**src/rtl/cpu_pkg.sv**
```systemverilog
// rtl/cpu_pkg.sv - shared opcode classes, instruction field positions and register address width
package cpu_pkg;

   localparam int INST_W  = 16;
   localparam int REG_AW  = 4;
   localparam int OPC_W   = 4;

   // Instruction layout: [15:12] opcode, [11:8] rd, [7:4] rs1, [3:0] rs2/imm4
   localparam int OPC_LSB = 12;
   localparam int RD_LSB  = 8;
   localparam int RS1_LSB = 4;
   localparam int RS2_LSB = 0;

   localparam logic [OPC_W-1:0] OPC_NOP      = 4'h0;
   localparam logic [OPC_W-1:0] OPC_IMM_BASE = 4'h8;

   typedef enum logic [1:0] {
      CLS_NOP = 2'd0,
      CLS_REG = 2'd1,
      CLS_IMM = 2'd2
   } opc_class_e;

   // NOP writes nothing; the upper half of the opcode space takes imm4 instead of rs2
   function automatic opc_class_e opc_class(input logic [OPC_W-1:0] opc);
      if (opc == OPC_NOP) begin
         return CLS_NOP;
      end else if (opc >= OPC_IMM_BASE) begin
         return CLS_IMM;
      end else begin
         return CLS_REG;
      end
   endfunction

endpackage

```
**src/rtl/decode_scoreboard.sv**
```systemverilog
// rtl/decode_scoreboard.sv - per-register pending bits and hazard detect; DECODE_WB_BYPASS_EN lets a same-cycle write-back clear the hazard
module decode_scoreboard
   import cpu_pkg::*;
#(
   parameter int REG_AW = cpu_pkg::REG_AW
) (
   input  logic              clk,
   input  logic              reset,
   input  logic [REG_AW-1:0] i_rs1,
   input  logic [REG_AW-1:0] i_rs2,
   input  logic [REG_AW-1:0] i_rd,
   input  logic              i_use_rs2,
   input  logic              i_writes,
   input  logic              i_set_en,
   input  logic [REG_AW-1:0] i_set_add,
   input  logic              i_clr_en,
   input  logic [REG_AW-1:0] i_clr_add,
   output logic              o_hazard
);

   localparam int NREG = 1 << REG_AW;

   logic [NREG-1:0] pending_q;
   logic [NREG-1:0] pending_d;
   logic [NREG-1:0] set_mask;
   logic [NREG-1:0] clr_mask;
   logic [NREG-1:0] pending_eff;

   // One-hot masks for the issuing destination and the retiring write-back
   always_comb begin
      set_mask = '0;
      clr_mask = '0;
      if (i_set_en) begin
         set_mask[i_set_add] = 1'b1;
      end
      if (i_clr_en) begin
         clr_mask[i_clr_add] = 1'b1;
      end
   end

`ifdef DECODE_WB_BYPASS_EN
   // Register file writes on the falling edge, so a retiring register is already safe to read
   assign pending_eff = pending_q & ~clr_mask;
`else
   assign pending_eff = pending_q;
`endif

   // Set is applied after clear so a same-register collision leaves the bit pending
   assign pending_d = (pending_q & ~clr_mask) | set_mask;

   assign o_hazard = pending_eff[i_rs1]
                   | (i_use_rs2 & pending_eff[i_rs2])
                   | (i_writes  & pending_eff[i_rd]);

   // Pending-bit storage, cleared immediately by reset
   always_ff @(posedge clk or negedge reset) begin
      if (!reset) begin
         pending_q <= '0;
      end else begin
         pending_q <= pending_d;
      end
   end

endmodule

```
**src/rtl/decode_issue.sv**
```systemverilog
// rtl/decode_issue.sv - in-order decode/issue stage with register scoreboard; optional DECODE_WB_BYPASS_EN
module decode_issue
   import cpu_pkg::*;
#(
   parameter int INST_W = cpu_pkg::INST_W,
   parameter int REG_AW = cpu_pkg::REG_AW
) (
   input  logic              clk,
   input  logic              reset,
   input  logic              i_inst_valid,
   input  logic [INST_W-1:0] i_inst,
   output logic              o_inst_ready,
   output logic [REG_AW-1:0] o_read_add1,
   output logic [REG_AW-1:0] o_read_add2,
   output logic              o_immediate,
   output logic              o_ex_valid,
   output logic [3:0]        o_ex_opcode,
   output logic [REG_AW-1:0] o_ex_rd,
   output logic              o_ex_wen,
   input  logic              i_ex_ready,
   input  logic              i_wb_en,
   input  logic [REG_AW-1:0] i_wb_add,
   output logic              o_stall
);

   // Decoded fields of the offered instruction
   logic [OPC_W-1:0]  dec_opc;
   logic [REG_AW-1:0] dec_rd;
   logic [REG_AW-1:0] dec_rs1;
   logic [REG_AW-1:0] dec_rs2;
   opc_class_e        dec_cls;
   logic              dec_imm;
   logic              dec_wen;

   assign dec_opc = i_inst[OPC_LSB +: OPC_W];
   assign dec_rd  = i_inst[RD_LSB  +: REG_AW];
   assign dec_rs1 = i_inst[RS1_LSB +: REG_AW];
   assign dec_rs2 = i_inst[RS2_LSB +: REG_AW];
   assign dec_cls = opc_class(dec_opc);
   assign dec_imm = (dec_cls == CLS_IMM);
   assign dec_wen = (dec_cls != CLS_NOP);

   // ID/EX register
   logic              ex_valid_q, ex_valid_d;
   logic [OPC_W-1:0]  ex_opc_q,   ex_opc_d;
   logic [REG_AW-1:0] ex_rd_q,    ex_rd_d;
   logic              ex_wen_q,   ex_wen_d;
   logic [REG_AW-1:0] ex_ra1_q,   ex_ra1_d;
   logic [REG_AW-1:0] ex_ra2_q,   ex_ra2_d;
   logic              ex_imm_q,   ex_imm_d;

   logic hazard;
   logic issue;

   assign o_stall      = i_inst_valid & hazard;
   assign o_inst_ready = ~hazard & (~ex_valid_q | i_ex_ready);
   assign issue        = i_inst_valid & o_inst_ready;

   decode_scoreboard #(
      .REG_AW (REG_AW)
   ) u_sb (
      .clk       (clk),
      .reset     (reset),
      .i_rs1     (dec_rs1),
      .i_rs2     (dec_rs2),
      .i_rd      (dec_rd),
      .i_use_rs2 (~dec_imm),
      .i_writes  (dec_wen),
      .i_set_en  (issue & dec_wen),
      .i_set_add (dec_rd),
      .i_clr_en  (i_wb_en),
      .i_clr_add (i_wb_add),
      .o_hazard  (hazard)
   );

   // Load on issue, drop valid when execute consumes without a replacement, otherwise hold
   always_comb begin
      ex_valid_d = ex_valid_q;
      ex_opc_d   = ex_opc_q;
      ex_rd_d    = ex_rd_q;
      ex_wen_d   = ex_wen_q;
      ex_ra1_d   = ex_ra1_q;
      ex_ra2_d   = ex_ra2_q;
      ex_imm_d   = ex_imm_q;
      if (issue) begin
         ex_valid_d = 1'b1;
         ex_opc_d   = dec_opc;
         ex_rd_d    = dec_rd;
         ex_wen_d   = dec_wen;
         ex_ra1_d   = dec_rs1;
         ex_ra2_d   = dec_rs2;
         ex_imm_d   = dec_imm;
      end else if (i_ex_ready) begin
         ex_valid_d = 1'b0;
      end
   end

   // ID/EX state; reset discards any in-flight instruction
   always_ff @(posedge clk or negedge reset) begin
      if (!reset) begin
         ex_valid_q <= 1'b0;
         ex_opc_q   <= '0;
         ex_rd_q    <= '0;
         ex_wen_q   <= 1'b0;
         ex_ra1_q   <= '0;
         ex_ra2_q   <= '0;
         ex_imm_q   <= 1'b0;
      end else begin
         ex_valid_q <= ex_valid_d;
         ex_opc_q   <= ex_opc_d;
         ex_rd_q    <= ex_rd_d;
         ex_wen_q   <= ex_wen_d;
         ex_ra1_q   <= ex_ra1_d;
         ex_ra2_q   <= ex_ra2_d;
         ex_imm_q   <= ex_imm_d;
      end
   end

   // Read addresses come from ID/EX so register-file data lines up with o_ex_*
   assign o_ex_valid  = ex_valid_q;
   assign o_ex_opcode = ex_opc_q;
   assign o_ex_rd     = ex_rd_q;
   assign o_ex_wen    = ex_wen_q;
   assign o_read_add1 = ex_ra1_q;
   assign o_read_add2 = ex_ra2_q;
   assign o_immediate = ex_imm_q;

endmodule

```
**config.mk**
```make
export PLATFORM = sky130hd
export DESIGN_NAME = decode_issue
export DESIGN_NICKNAME = d
export VERILOG_FILES = /design/src/rtl/cpu_pkg.sv /design/src/rtl/decode_scoreboard.sv /design/src/rtl/decode_issue.sv
export SDC_FILE = /design/constraint.sdc
export NUM_CORES = 1
export LEC_CHECK = 0
export CELL_PAD_IN_SITES_DETAIL_PLACEMENT = 0
export CELL_PAD_IN_SITES_GLOBAL_PLACEMENT = 1
export CORE_MARGIN = 4
export CORE_UTILIZATION = 39
export CTS_CLUSTER_SIZE = 10
export DETAILED_ROUTE_END_ITERATION = 8
export PLACE_DENSITY_LB_ADDON = 0.1
export SLEW_MARGIN = 20
export SYNTH_ARGS = -nofsm -noshare
export SYNTH_HDL_FRONTEND = slang
export SYNTH_SLANG_ARGS = --single-unit
```
**constraint.sdc**
```tcl
create_clock -name clk -period 2.97 [get_ports clk]
set_input_delay 0.594 -clock clk [delete_from_list [all_inputs] [get_ports clk]]
set_output_delay 0.594 -clock clk [all_outputs]
set_load 0.005 [all_outputs]
```
==> metrics.md <==
| Metric | Value |
|---|---|
| Drt wl/cell | `17.9 um` |
| Core Box Area | `~4800 um^2` |
| Setup Fix Bufs, Post-CTS | `0` |
| Crit end category | `primary output` |
| RR Endpoint | `o_read_add2[0]$_DFFE_PN0P_` |
| Syn Std Cell Area | `between 1500 and 2000 um^2` |
| Initial core utilization | `roughly two fifths` |
| Top-area cell type share of the netlist area | `between 40% and 50%` |
| Crit-path leading delay family | `simple AND/OR/NAND/NOR gates` |
| Ys Warns | `0` |
| P_sw | `0.638 mW` |
| H-Tree Depth | `2` |
| First-pass GRT wire length | `around 8700 um` |
| Row count | `25` |
| Number of I/O pins | `46` |
| Fin Setup TNS | `0 ps` |
| Seq pwr share | `40.1%` |
| Worst EP arrival | `around 2300 ps` |
| Final Setup Violations | `0` |
| Clk pwr share | `16.7%` |
| Setup crit start | `i_inst[9]` |
| Fin crit period | `2870 ps` |
| Synth Net Count | `around 180` |
| CTS Sinks | `35` |
| Gate Count Post-Synth | `159` |
| Synth area leaders | `dfrtp_1 (45%), mux4_2 (9.2%), mux2_4 (6.9%)` |
| Total Die Area | `6230 um^2` |
| # DRC | `0` |
| Pre-antenna DRT Iters | `4` |
| Largest area contributor in the netlist | `dfrtp_1` |
| Total track usage | `approximately 18%` |
| Crit-path slowest cell | `mux4_2` |
| Area grow syn2layout | `39.2%` |
| Cell variety after synth | `31` |
| Core Util, Final | `roughly 57%` |
| Grt ovf | `0` |
| Share of cells above drive strength 1 | `30.0%` |
| WP buf/inv | `2` |
| CP Max Fanout | `3` |
| Max frequency | `348 MHz` |
| Max cap viols | `0` |
| Sw Share | `30.7%` |
| Worst-path clk slew | `~70 ps` |
| Clk_lat worst skew | `280 ps` |
| WS Path Type | `in -> out` |
| Tightest Pin Transition | `~460 ps` |
| Most frequent cell after synthesis | `dfrtp_1` |
| Dpl hpwl | `4050 um` |
| Worst R2R Start | `u_sb.pending_eff[7]$_DFF_PN0_` |
| Critical path depth | `8` |
| Primary FF master, synth | `dfrtp_1` |
| CTS Root Cell | `clkbuf_8` |
| Clock Skew | `6.16 ps` |
| N_diodes | `0` |
| Final wirelength | `5180 um` |
| Initial antenna violation count | `0` |
| I/O Buffers | `45` |
| ANT nets after route | `0` |
| Status | `completed` |
| Leak Pwr | `1.15 nW` |
| Design Area, Final | `2730 um^2` |
| Final hold violation count | `0` |
| Die H | `78.9 um` |
| P per Cell Area | `761 nW/um^2` |
| DIE WIDTH | `78.9 um` |
| GPL Wtd Cong | `0.822` |
| Routed vias/inst | `5.62` |
| Peak per-stage delay on the critical path | `520 ps` |
| Final Total Pwr | `about 2.1 mW` |
| CTS tree | `done` |
| Cell breakdown of the critical path | `clkdlybuf4s15_1 > mux4_2 > nor3b_2 > nor4_2 > a21oi_2 > nand2_2 > and2_4 > clkdlybuf4s15_2` |
| Max clock buf depth | `2` |
| Tcrit/Tclk final | `between 90% and 100%` |
| Routed via count | `1629` |
| Max Slew Vio Count | `0` |
| Min-delay worst type | `reg -> reg` |
| FFs w/ async S/R, synth | `100%` |
| Comb power frac | `43.2%` |
| Post-synthesis register bit count | `35` |
| Nets | `248` |
| Hold slack | `503 ps` |
| Relative slew slack | `~70%` |
| First DRT Iteration DRCs | `64` |
| Worst vdd ir | `roughly 0.00031 V` |
| FF-to-FF setup slack | `approximately 780 ps` |
| Num CTS Buffers | `5` |
| Post-synth EDFFs | `0` |
| CP endpoint | `o_stall` |
| Crit path required time | `2380 ps` |
| Reg2reg path depth | `8` |
| CTS Hold Bufs | `0` |
| Vias in the first global route | `about 1700` |
| Post-placement cell area | `2610 um^2` |
| Crit start category | `input pin` |
| Pin count of the biggest net entering global routing | `36` |
| Internal power | `1.44 mW` |
| Synth Area per Inst | `12.3 um^2` |
| Synth top cells by count | `dfrtp_1 (35), o21ai_0 (16), o31ai_1 (14)` |
| Seq/Total Area, Yosys | `44.6%` |
| RSZ-0062 raised after global routing | `no` |
[final cells by class]
| cell class | instances | area [um^2] |
|---|---|---|
| tap | 67 | 83.8 |
| multi-input combinational | 117 | 1080 |
| clock inverter | 1 | 5.00 |
| sequential | 35 | 876 |
| fill | 404 | 2060 |
| inverter | 1 | 3.75 |
| timing repair buffer | 63 | 596 |
| clock buffer | 6 | 82.6 |
[layout by cell type (no fill, tap or decap), types with 3 or more instances in the layout]
master           synthesis  final
clkdlybuf4s50_1          0     36
dfrtp_1                 35     35
o21ai_0                 16     16
buf_4                    0     16
o31ai_1                 14     14
mux2i_1                 11     11
mux2_4                   9     10
mux2_2                  10      9
mux4_2                   8      8
nand2b_1                 6      6
clkbuf_8                 0      6
nand2_1                  6      5
nand3_1                  5      5
nor2_1                   5      5
nand3b_1                 4      4
nor2b_1                  3      3
[routing by layer]
| metal | GRT usage [%] | vias up | routed length, um | part of all wire [%] |
|---|---|---|---|---|
| met5 | 0 | - | 0 | 0 |
| met4 | 4.81 | 0 | 48 | 0.93 |
| met3 | 3.40 | 6 | 229 | 4.4 |
| met2 | 29.0 | 37 | 2620 | 50 |
| met1 | 24.3 | 839 | 2290 | 44 |
| li1 | - | 747 | - | - |
[power by group through the flow]
| stage | combinational, mW | clock (mW) | sequential [mW] |
|---|---|---|---|
| after floorplan | 0.450 | 0 | 0.800 |
| after global placement | 0.879 | 0 | 0.827 |
| after detailed placement | 0.899 | 0 | 0.838 |
| after CTS | 0.910 | 0.355 | 0.833 |
| after global routing | 0.968 | 0.378 | 0.860 |
| final | 0.898 | 0.346 | 0.833 |
[sequential cells by signal, summed over array words and instances, names as in the netlist]
name / cells
o_ex_valid: 1
u_sb.pending_eff: 16
o_ex_opcode: 4
o_ex_wen: 1
o_ex_rd: 4
o_immediate: 1
o_read_add2: 4
o_read_add1: 4
[stage by stage]
| step | setup WS [ps] | std cells |
|---|---|---|
| 6_report | 98.9 | 290 |
| 2_1_floorplan | 112 | 159 |
| 3_5_place_dp | -551 | 283 |
| 3_3_place_gp | -540 | 283 |
| 5_1_grt | 2.08 | 290 |
| 4_1_cts | 1.26 | 290 |
[what timing repair did]
action                     4_1_cts  5_1_grt
pin swaps                        4        0
setup endpoints to repair        2        2
resized for setup               20        7
[kinds of logic after synthesis]
group | Yosys count | synth area share (%)
compound gates | 37 | 12.8
mux | 38 | 27.4
simple gates | 42 | 13.1
flops | 35 | 44.6
buf+inv | 7 | 2.04
[worst min-delay path by stage]
stage | from | endpoint | depth (start not counted)
CTS | o_read_add2[1]$_DFFE_PN0P_ | o_read_add2[1]$_DFFE_PN0P_ | 1
global placement | o_read_add1[0]$_DFFE_PN0P_ | o_read_add1[0]$_DFFE_PN0P_ | 1
detailed placement | o_read_add2[1]$_DFFE_PN0P_ | o_read_add2[1]$_DFFE_PN0P_ | 1
global route | o_read_add1[2]$_DFFE_PN0P_ | o_read_add1[2]$_DFFE_PN0P_ | 1
floorplan | reset | o_ex_opcode[0]$_DFFE_PN0P_ | 0
finish | o_read_add2[1]$_DFFE_PN0P_ | o_read_add2[1]$_DFFE_PN0P_ | 1
(Power assumes the default switching activity.)
